--- src/rtl/uart_rx_if.sv ---
// Read-side bundle between the UART receiver and the IO block's memory-mapped read path.
// The IO block (master) acknowledges each byte with a one-cycle read_i strobe.
interface uart_rx_if;
    logic       read_i;
    logic [7:0] data_o;
    logic       valid_o;
    logic       frame_err_o;
    logic       overrun_o;
    logic       busy_o;
    logic [2:0] state_dbg;

    modport slave (
        input  read_i,
        output data_o,
        output valid_o,
        output frame_err_o,
        output overrun_o,
        output busy_o,
        output state_dbg
    );

    modport master (
        output read_i,
        input  data_o,
        input  valid_o,
        input  frame_err_o,
        input  overrun_o,
        input  busy_o,
        input  state_dbg
    );
endinterface

--- src/rtl/uart_rx.sv ---
// 8N1 UART receiver: two-flop synchroniser, mid-bit sampling FSM and a one-byte
// holding register with valid, sticky framing-error and sticky overrun flags.
// Read path: the IO block pulses read_i for one cycle to acknowledge the held byte;
// that clears valid_o, overrun_o and frame_err_o at the next edge, except that a
// byte load or framing error in the same cycle takes priority for its own flag.
module uart_rx #(
    parameter int CLK_FREQ_HZ = 50000000,
    parameter int BAUD_RATE   = 115200
) (
    input  logic      clk_i,
    input  logic      reset_i,
    input  logic      rxd_i,
    uart_rx_if.slave  bus
);
    localparam int CLKS_PER_BIT = CLK_FREQ_HZ / BAUD_RATE;
    localparam int HALF_BIT     = CLKS_PER_BIT / 2;
    localparam int CNT_W        = (CLKS_PER_BIT > 1) ? $clog2(CLKS_PER_BIT) : 1;

    localparam logic [CNT_W-1:0] CNT_BIT_END  = CNT_W'(CLKS_PER_BIT - 1);
    localparam logic [CNT_W-1:0] CNT_HALF_END = CNT_W'(HALF_BIT - 1);
    localparam logic [CNT_W-1:0] CNT_ONE      = CNT_W'(1);

    generate
        if (CLKS_PER_BIT < 4) begin : g_bad_baud
            $error("uart_rx: CLK_FREQ_HZ / BAUD_RATE must be at least 4");
        end
    endgenerate

    typedef enum logic [2:0] {
        ST_IDLE      = 3'd0,
        ST_START     = 3'd1,
        ST_DATA      = 3'd2,
        ST_STOP      = 3'd3,
        ST_WAIT_HIGH = 3'd4
    } state_t;

    state_t           r_state;
    logic [CNT_W-1:0] r_cnt;
    logic [2:0]       r_bit_idx;
    logic [7:0]       r_shift;
    logic             r_rx_meta;
    logic             r_rx_s;
    logic [7:0]       r_data;
    logic             r_valid;
    logic             r_frame_err;
    logic             r_overrun;
    logic             r_busy;

    state_t           w_state_nxt;
    logic [CNT_W-1:0] w_cnt_nxt;
    logic [2:0]       w_bit_idx_nxt;
    logic [7:0]       w_shift_nxt;
    logic             w_load;
    logic             w_frame_err_set;
    logic             w_busy_nxt;

    // Both synchroniser flops reset high so the line looks idle right after reset.
    always_ff @(posedge clk_i) begin
        if (reset_i) begin
            r_rx_meta <= 1'b1;
            r_rx_s    <= 1'b1;
        end else begin
            r_rx_meta <= rxd_i;
            r_rx_s    <= r_rx_meta;
        end
    end

    always_ff @(posedge clk_i) begin
        if (reset_i) begin
            r_state   <= ST_WAIT_HIGH;
            r_cnt     <= '0;
            r_bit_idx <= 3'd0;
            r_shift   <= 8'h00;
            r_busy    <= 1'b0;
        end else begin
            r_state   <= w_state_nxt;
            r_cnt     <= w_cnt_nxt;
            r_bit_idx <= w_bit_idx_nxt;
            r_shift   <= w_shift_nxt;
            r_busy    <= w_busy_nxt;
        end
    end

    always_comb begin
        w_state_nxt     = r_state;
        w_cnt_nxt       = r_cnt;
        w_bit_idx_nxt   = r_bit_idx;
        w_shift_nxt     = r_shift;
        w_load          = 1'b0;
        w_frame_err_set = 1'b0;

        case (r_state)
            ST_WAIT_HIGH: begin
                if (r_rx_s) begin
                    w_state_nxt = ST_IDLE;
                end
            end
            ST_IDLE: begin
                if (!r_rx_s) begin
                    w_state_nxt = ST_START;
                    w_cnt_nxt   = '0;
                end
            end
            ST_START: begin
                // Re-check the start bit at its middle; a high line here is a glitch.
                if (r_cnt == CNT_HALF_END) begin
                    if (!r_rx_s) begin
                        w_state_nxt   = ST_DATA;
                        w_cnt_nxt     = '0;
                        w_bit_idx_nxt = 3'd0;
                    end else begin
                        w_state_nxt = ST_IDLE;
                    end
                end else begin
                    w_cnt_nxt = r_cnt + CNT_ONE;
                end
            end
            ST_DATA: begin
                if (r_cnt == CNT_BIT_END) begin
                    w_shift_nxt   = {r_rx_s, r_shift[7:1]};
                    w_cnt_nxt     = '0;
                    w_bit_idx_nxt = r_bit_idx + 3'd1;
                    if (r_bit_idx == 3'd7) begin
                        w_state_nxt = ST_STOP;
                    end
                end else begin
                    w_cnt_nxt = r_cnt + CNT_ONE;
                end
            end
            ST_STOP: begin
                if (r_cnt == CNT_BIT_END) begin
                    w_cnt_nxt = '0;
                    if (r_rx_s) begin
                        w_load      = 1'b1;
                        w_state_nxt = ST_IDLE;
                    end else begin
                        w_frame_err_set = 1'b1;
                        w_state_nxt     = ST_WAIT_HIGH;
                    end
                end else begin
                    w_cnt_nxt = r_cnt + CNT_ONE;
                end
            end
            default: begin
                w_state_nxt = ST_WAIT_HIGH;
            end
        endcase

        w_busy_nxt = (w_state_nxt == ST_START) || (w_state_nxt == ST_DATA) ||
                     (w_state_nxt == ST_STOP);
    end

    // A load beats a simultaneous read for valid/data; a framing error beats it for frame_err.
    always_ff @(posedge clk_i) begin
        if (reset_i) begin
            r_data      <= 8'h00;
            r_valid     <= 1'b0;
            r_frame_err <= 1'b0;
            r_overrun   <= 1'b0;
        end else if (w_load) begin
            r_data      <= r_shift;
            r_valid     <= 1'b1;
            r_overrun   <= !bus.read_i && (r_valid || r_overrun);
            r_frame_err <= !bus.read_i && r_frame_err;
        end else if (w_frame_err_set) begin
            r_frame_err <= 1'b1;
            if (bus.read_i) begin
                r_valid   <= 1'b0;
                r_overrun <= 1'b0;
            end
        end else if (bus.read_i) begin
            r_valid     <= 1'b0;
            r_frame_err <= 1'b0;
            r_overrun   <= 1'b0;
        end
    end

    assign bus.data_o      = r_data;
    assign bus.valid_o     = r_valid;
    assign bus.frame_err_o = r_frame_err;
    assign bus.overrun_o   = r_overrun;
    assign bus.busy_o      = r_busy;
    assign bus.state_dbg   = r_state;
endmodule

--- src/flat_wrapper.sv ---
// flat-port wrapper written by rule: the top's interface ports become plain ports
module uart_rx_flat 
#(
    parameter int CLK_FREQ_HZ = 50000000,
    parameter int BAUD_RATE   = 115200
)
  (clk_i, reset_i, rxd_i, bus_read_i, bus_data_o, bus_valid_o, bus_frame_err_o, bus_overrun_o, bus_busy_o, bus_state_dbg);
  uart_rx_if bus_i ();
  input  logic clk_i;
  input  logic reset_i;
  input  logic rxd_i;
  input wire logic [$bits(bus_i.read_i)-1:0] bus_read_i;
  output wire logic [$bits(bus_i.data_o)-1:0] bus_data_o;
  output wire logic [$bits(bus_i.valid_o)-1:0] bus_valid_o;
  output wire logic [$bits(bus_i.frame_err_o)-1:0] bus_frame_err_o;
  output wire logic [$bits(bus_i.overrun_o)-1:0] bus_overrun_o;
  output wire logic [$bits(bus_i.busy_o)-1:0] bus_busy_o;
  output wire logic [$bits(bus_i.state_dbg)-1:0] bus_state_dbg;
  assign bus_i.read_i = bus_read_i;
  assign bus_data_o = bus_i.data_o;
  assign bus_valid_o = bus_i.valid_o;
  assign bus_frame_err_o = bus_i.frame_err_o;
  assign bus_overrun_o = bus_i.overrun_o;
  assign bus_busy_o = bus_i.busy_o;
  assign bus_state_dbg = bus_i.state_dbg;
  uart_rx #(.CLK_FREQ_HZ(CLK_FREQ_HZ), .BAUD_RATE(BAUD_RATE)) u_core (.clk_i(clk_i), .reset_i(reset_i), .rxd_i(rxd_i), .bus(bus_i));
endmodule
--- config.mk ---
export PLATFORM = sky130hd
export DESIGN_NAME = uart_rx_flat
export DESIGN_NICKNAME = d
export VERILOG_FILES = /design/src/rtl/uart_rx_if.sv /design/src/rtl/uart_rx.sv /design/src/flat_wrapper.sv
export SDC_FILE = /design/constraint.sdc
export NUM_CORES = 1
export LEC_CHECK = 0
export ABC_CLOCK_PERIOD_IN_PS = 1800
export CORE_ASPECT_RATIO = 1.1
export CORE_UTILIZATION = 55
export DETAILED_ROUTE_END_ITERATION = 8
export MAX_ROUTING_LAYER = met4
export PLACE_DENSITY = 0.78
export SLEW_MARGIN = 40
export SYNTH_ARGS = -nofsm -noshare
export SYNTH_HDL_FRONTEND = slang
export SYNTH_SLANG_ARGS = --single-unit
--- constraint.sdc ---
create_clock -name clk_i -period 1.8 [get_ports clk_i]
set_input_delay 0.18 -clock clk_i [delete_from_list [all_inputs] [get_ports clk_i]]
set_output_delay 0.18 -clock clk_i [all_outputs]
set_load 0.01 [all_outputs]
==> flow_metrics.tcl <==
set metrics [dict create \
    status "completed" \
    fmax_mhz 570 \
    async_reset_ff_share_pct 0 \
    h-tree-depth 2 \
    antenna_found_initial 0 \
    cp_slowest_cell "o32a_4" \
    clk_latency_ps 340 \
    min_to "u_core.r_rx_meta$_SDFF_PP1_" \
    hpwl_um 2790 \
    path_delay_family "simple AND/OR/NAND/NOR gates" \
    hold_violations 0 \
    grt_pass1_wl_um 6380 \
    p_sw_uw 314 \
    swShare_pct 21.0 \
    vias_per_cell 5.80 \
    yosysTopAreaCell "dfxtp_1" \
    clock_skew_ps 10.6 \
    worst-path-buf-inv 1 \
    r2r_slack_ps 50 \
    syn2layout_area_growth_pct 28.5 \
    synth_area_sq_mm 0.00168 \
    grt_max_degree 30 \
    clkPwrFrac_pct 40.2 \
    reg2reg_from "u_core.r_cnt[1]$_SDFFE_PP0P_" \
    startpoint_type "flop" \
    slew_violations 0 \
    grt_pass1_vias 1502 \
    criticalPathCategory "reg2reg" \
    critPathArrivalTime_ps 2030 \
    clkSinkCount 37 \
    nets 249 \
    ys_types 39 \
    gp_congestion 0.861 \
    via_count 1589 \
    core_sq_mm 0.00283 \
    final_area_sq_mm 0.00216 \
    drtIter0Drc 39 \
    die-area_sq_mm 0.00328 \
    clk_pin_slew_worst_paths_ps 110 \
    syn_inst 204 \
    p_int_uw 1180 \
    drt-total-wl_um 4050 \
    grt_use_total_pct 27.9 \
    seqPwrFrac_pct 55.3 \
    worstPathMaxFanout 4 \
    worst_pin_slew_ps 464 \
    ys_seq_area_share_pct 44.1 \
    drive_gt1_share_pct 19.1 \
    drtPass1Iterations 4 \
    start_util_pct 59.4 \
    place.port_buffers 18 \
    dpl_cell_area_sq_mm 0.00199 \
    fin_crit_ps 1750 \
    cap_violations 0 \
    nFillCells 206 \
    cts_hold_buf 0 \
    leakage_uw 0.000768 \
    die-width_um 54.7 \
    pwr-share-comb_pct 4.4 \
    dp.cells 263 \
    tritoncts "built" \
    synth_edf_count 0 \
    rows 20 \
    yosysTopAreaCellShare_pct 44.1 \
    wire_per_inst_um 14.8 \
    overflow 0 \
    final_util_pct 76.4 \
    ys_seq_elements 37 \
    drc 0 \
    numCtsBuffers 5 \
    required_ps 2080 \
    ir_drop_mv 0.715 \
    relSlewSlack_pct 68.8 \
    avgSynthCellArea_sq_um 8.24 \
    cts_root_buf "clkbuf_4" \
    crit_chain "inv_2 > ha_4 > and4bb_4 > nand2_4 > o32a_4 > or2_1 > a21oi_1" \
    end_kind "flop" \
    antenna-diode-count 0 \
    ys.warnings.count 0 \
    fin_crit_sh_pct 97.4 \
    hold_depth 2 \
    setup_violations 0 \
    syn-num-nets 213 \
    timing.rr.end "u_core.r_bit_idx[1]$_SDFFE_PP0P_" \
    reg2reg_depth 7 \
    cpPeakStageDelay_ps 390 \
    detail-route-antenna-nets 0 \
    die_h_um 60.0 \
    min_path_type "in2reg" \
    cts_buffer_depth 2 \
    synth_ff_type "dfxtp_1" \
    p_per_area_mw_per_mm2 694 \
    final_cells 274 \
    min_from "rxd_i" \
    ios 19 \
    synth_area_leaders "dfxtp_1 (44%), nand2_1 (9.2%), a21oi_1 (8.6%), nand3_1 (3.9%), ha_1 (3.7%)" \
]
-- synthesized netlist by cell type (all sizes together), types with 3 or more instances --
cell    instances
a31oi           3
clkbuf          5
a21oi          29
buf             4
o21ai          11
ha              5
nand3          13
nand4           3
or2             5
dfxtp          37
nor2            7
inv             8
nand2b          6
nand2          42
and3            4
-- worst register-to-register path, delay by kind of cell, from the launching register on --
kind	cells	cell delay (ps)
flip-flops	1	340
AO/OA/AOI/OAI	2	520
AND/OR/NAND/NOR	3	600
buffers and inverters	1	90
adder cells (fa/ha/maj)	1	140
-- power groups by stage --
stage,clock network (uW),logic [uW],registers (uW)
CTS,609,60.8,830
global placement,0,58.6,848
floorplan,0,32.0,846
global route,641,71.4,830
detailed placement,0,60.3,848
finish,603,66.6,829
-- final cells by class --
cell class / count / area, sq um / area share (%)
Clock buffer: 7 / 55.1 / 2.55
Inverter: 8 / 30.0 / 1.39
Multi-Input combinational cell: 151 / 935 / 43.3
Clock inverter: 1 / 30.0 / 1.39
Tap cell: 33 / 41.3 / 1.91
Timing Repair Buffer: 37 / 323 / 14.9
Sequential cell: 37 / 746 / 34.5
-- worst max path at each step --
stage	startpoint	to	depth (start not counted)
after CTS	u_core.r_cnt[1]$_SDFFE_PP0P_	u_core.r_cnt[7]$_SDFFE_PP0P_	7
after detailed placement	u_core.r_cnt[1]$_SDFFE_PP0P_	u_core.r_cnt[6]$_SDFFE_PP0P_	7
after floorplan	u_core.r_cnt[1]$_SDFFE_PP0P_	u_core.r_cnt[7]$_SDFFE_PP0P_	7
after global routing	u_core.r_cnt[1]$_SDFFE_PP0P_	u_core.r_bit_idx[1]$_SDFFE_PP0P_	7
final	u_core.r_cnt[1]$_SDFFE_PP0P_	u_core.r_bit_idx[1]$_SDFFE_PP0P_	7
after global placement	u_core.r_cnt[1]$_SDFFE_PP0P_	u_core.r_cnt[6]$_SDFFE_PP0P_	7
-- placed cells by master, fill, tap and decap left out, drive strengths merged, types with 3 or more instances in the layout --
cell type      Yosys  routed
a21oi             29      29
a31oi              3       3
and3               4       4
buf                4      19
clkbuf             5       7
clkdlybuf4s50      0      18
dfxtp             37      37
ha                 5       5
inv                8       8
nand2             42      42
nand2b             6       6
nand3             13      13
nand4              3       3
nor2               7       7
o21ai             11      11
or2                5       5
-- sequential cells by signal, indices dropped and copies added, names as in the netlist --
signal,flops
u_core.r_cnt,9
u_core.bus.data_o,8
u_core.bus.busy_o,1
u_core.r_rx_s,1
u_core.bus.overrun_o,1
u_core.r_rx_meta,1
u_core.r_shift,8
u_core.bus.state_dbg,3
u_core.bus.valid_o,1
u_core.bus.frame_err_o,1
u_core.r_bit_idx,3
-- cells by family (layout without fill, tap and decap cells) --
family | Yosys count | in the layout | synth area share, %
flops | 37 | 37 | 44.1
xor+xnor | 2 | 2 | 1.04
simple gates | 92 | 92 | 28.8
buf+inv | 17 | 53 | 4.24
compound gates | 51 | 52 | 18.1
fa+ha+maj | 5 | 5 | 3.72
-- layer usage --
| metal | track usage, % | vias up | wire (um) |
|---|---|---|---|
| met1 | 28.1 | 762 | 1730 |
| li1 | - | 784 | - |
| met5 | - | - | 0 |
| met3 | 7.12 | 9 | 108 |
| met4 | 8.06 | 0 | 65 |
| met2 | 51.1 | 34 | 2140 |
-- per-stage QoR --
stage          setup TNS [ps]  hold slack, ps  total power [uW]  setup slack [ps]
2_1_floorplan               0             259               878               121
3_3_place_gp                0             400               907              25.9
3_5_place_dp            -76.0             407               909             -51.6
4_1_cts                     0             418              1500              4.94
5_1_grt                 -9.06             426              1540             -8.67
6_report                    0             422              1500              46.2
-- timing repair --
item	CTS	global route
pin swaps	0	4
setup buffers	1	1
setup endpoints to repair	8	19
resized for setup	2	13
gates cloned	0	1
Note: power is estimated with default switching activity, not from simulation.
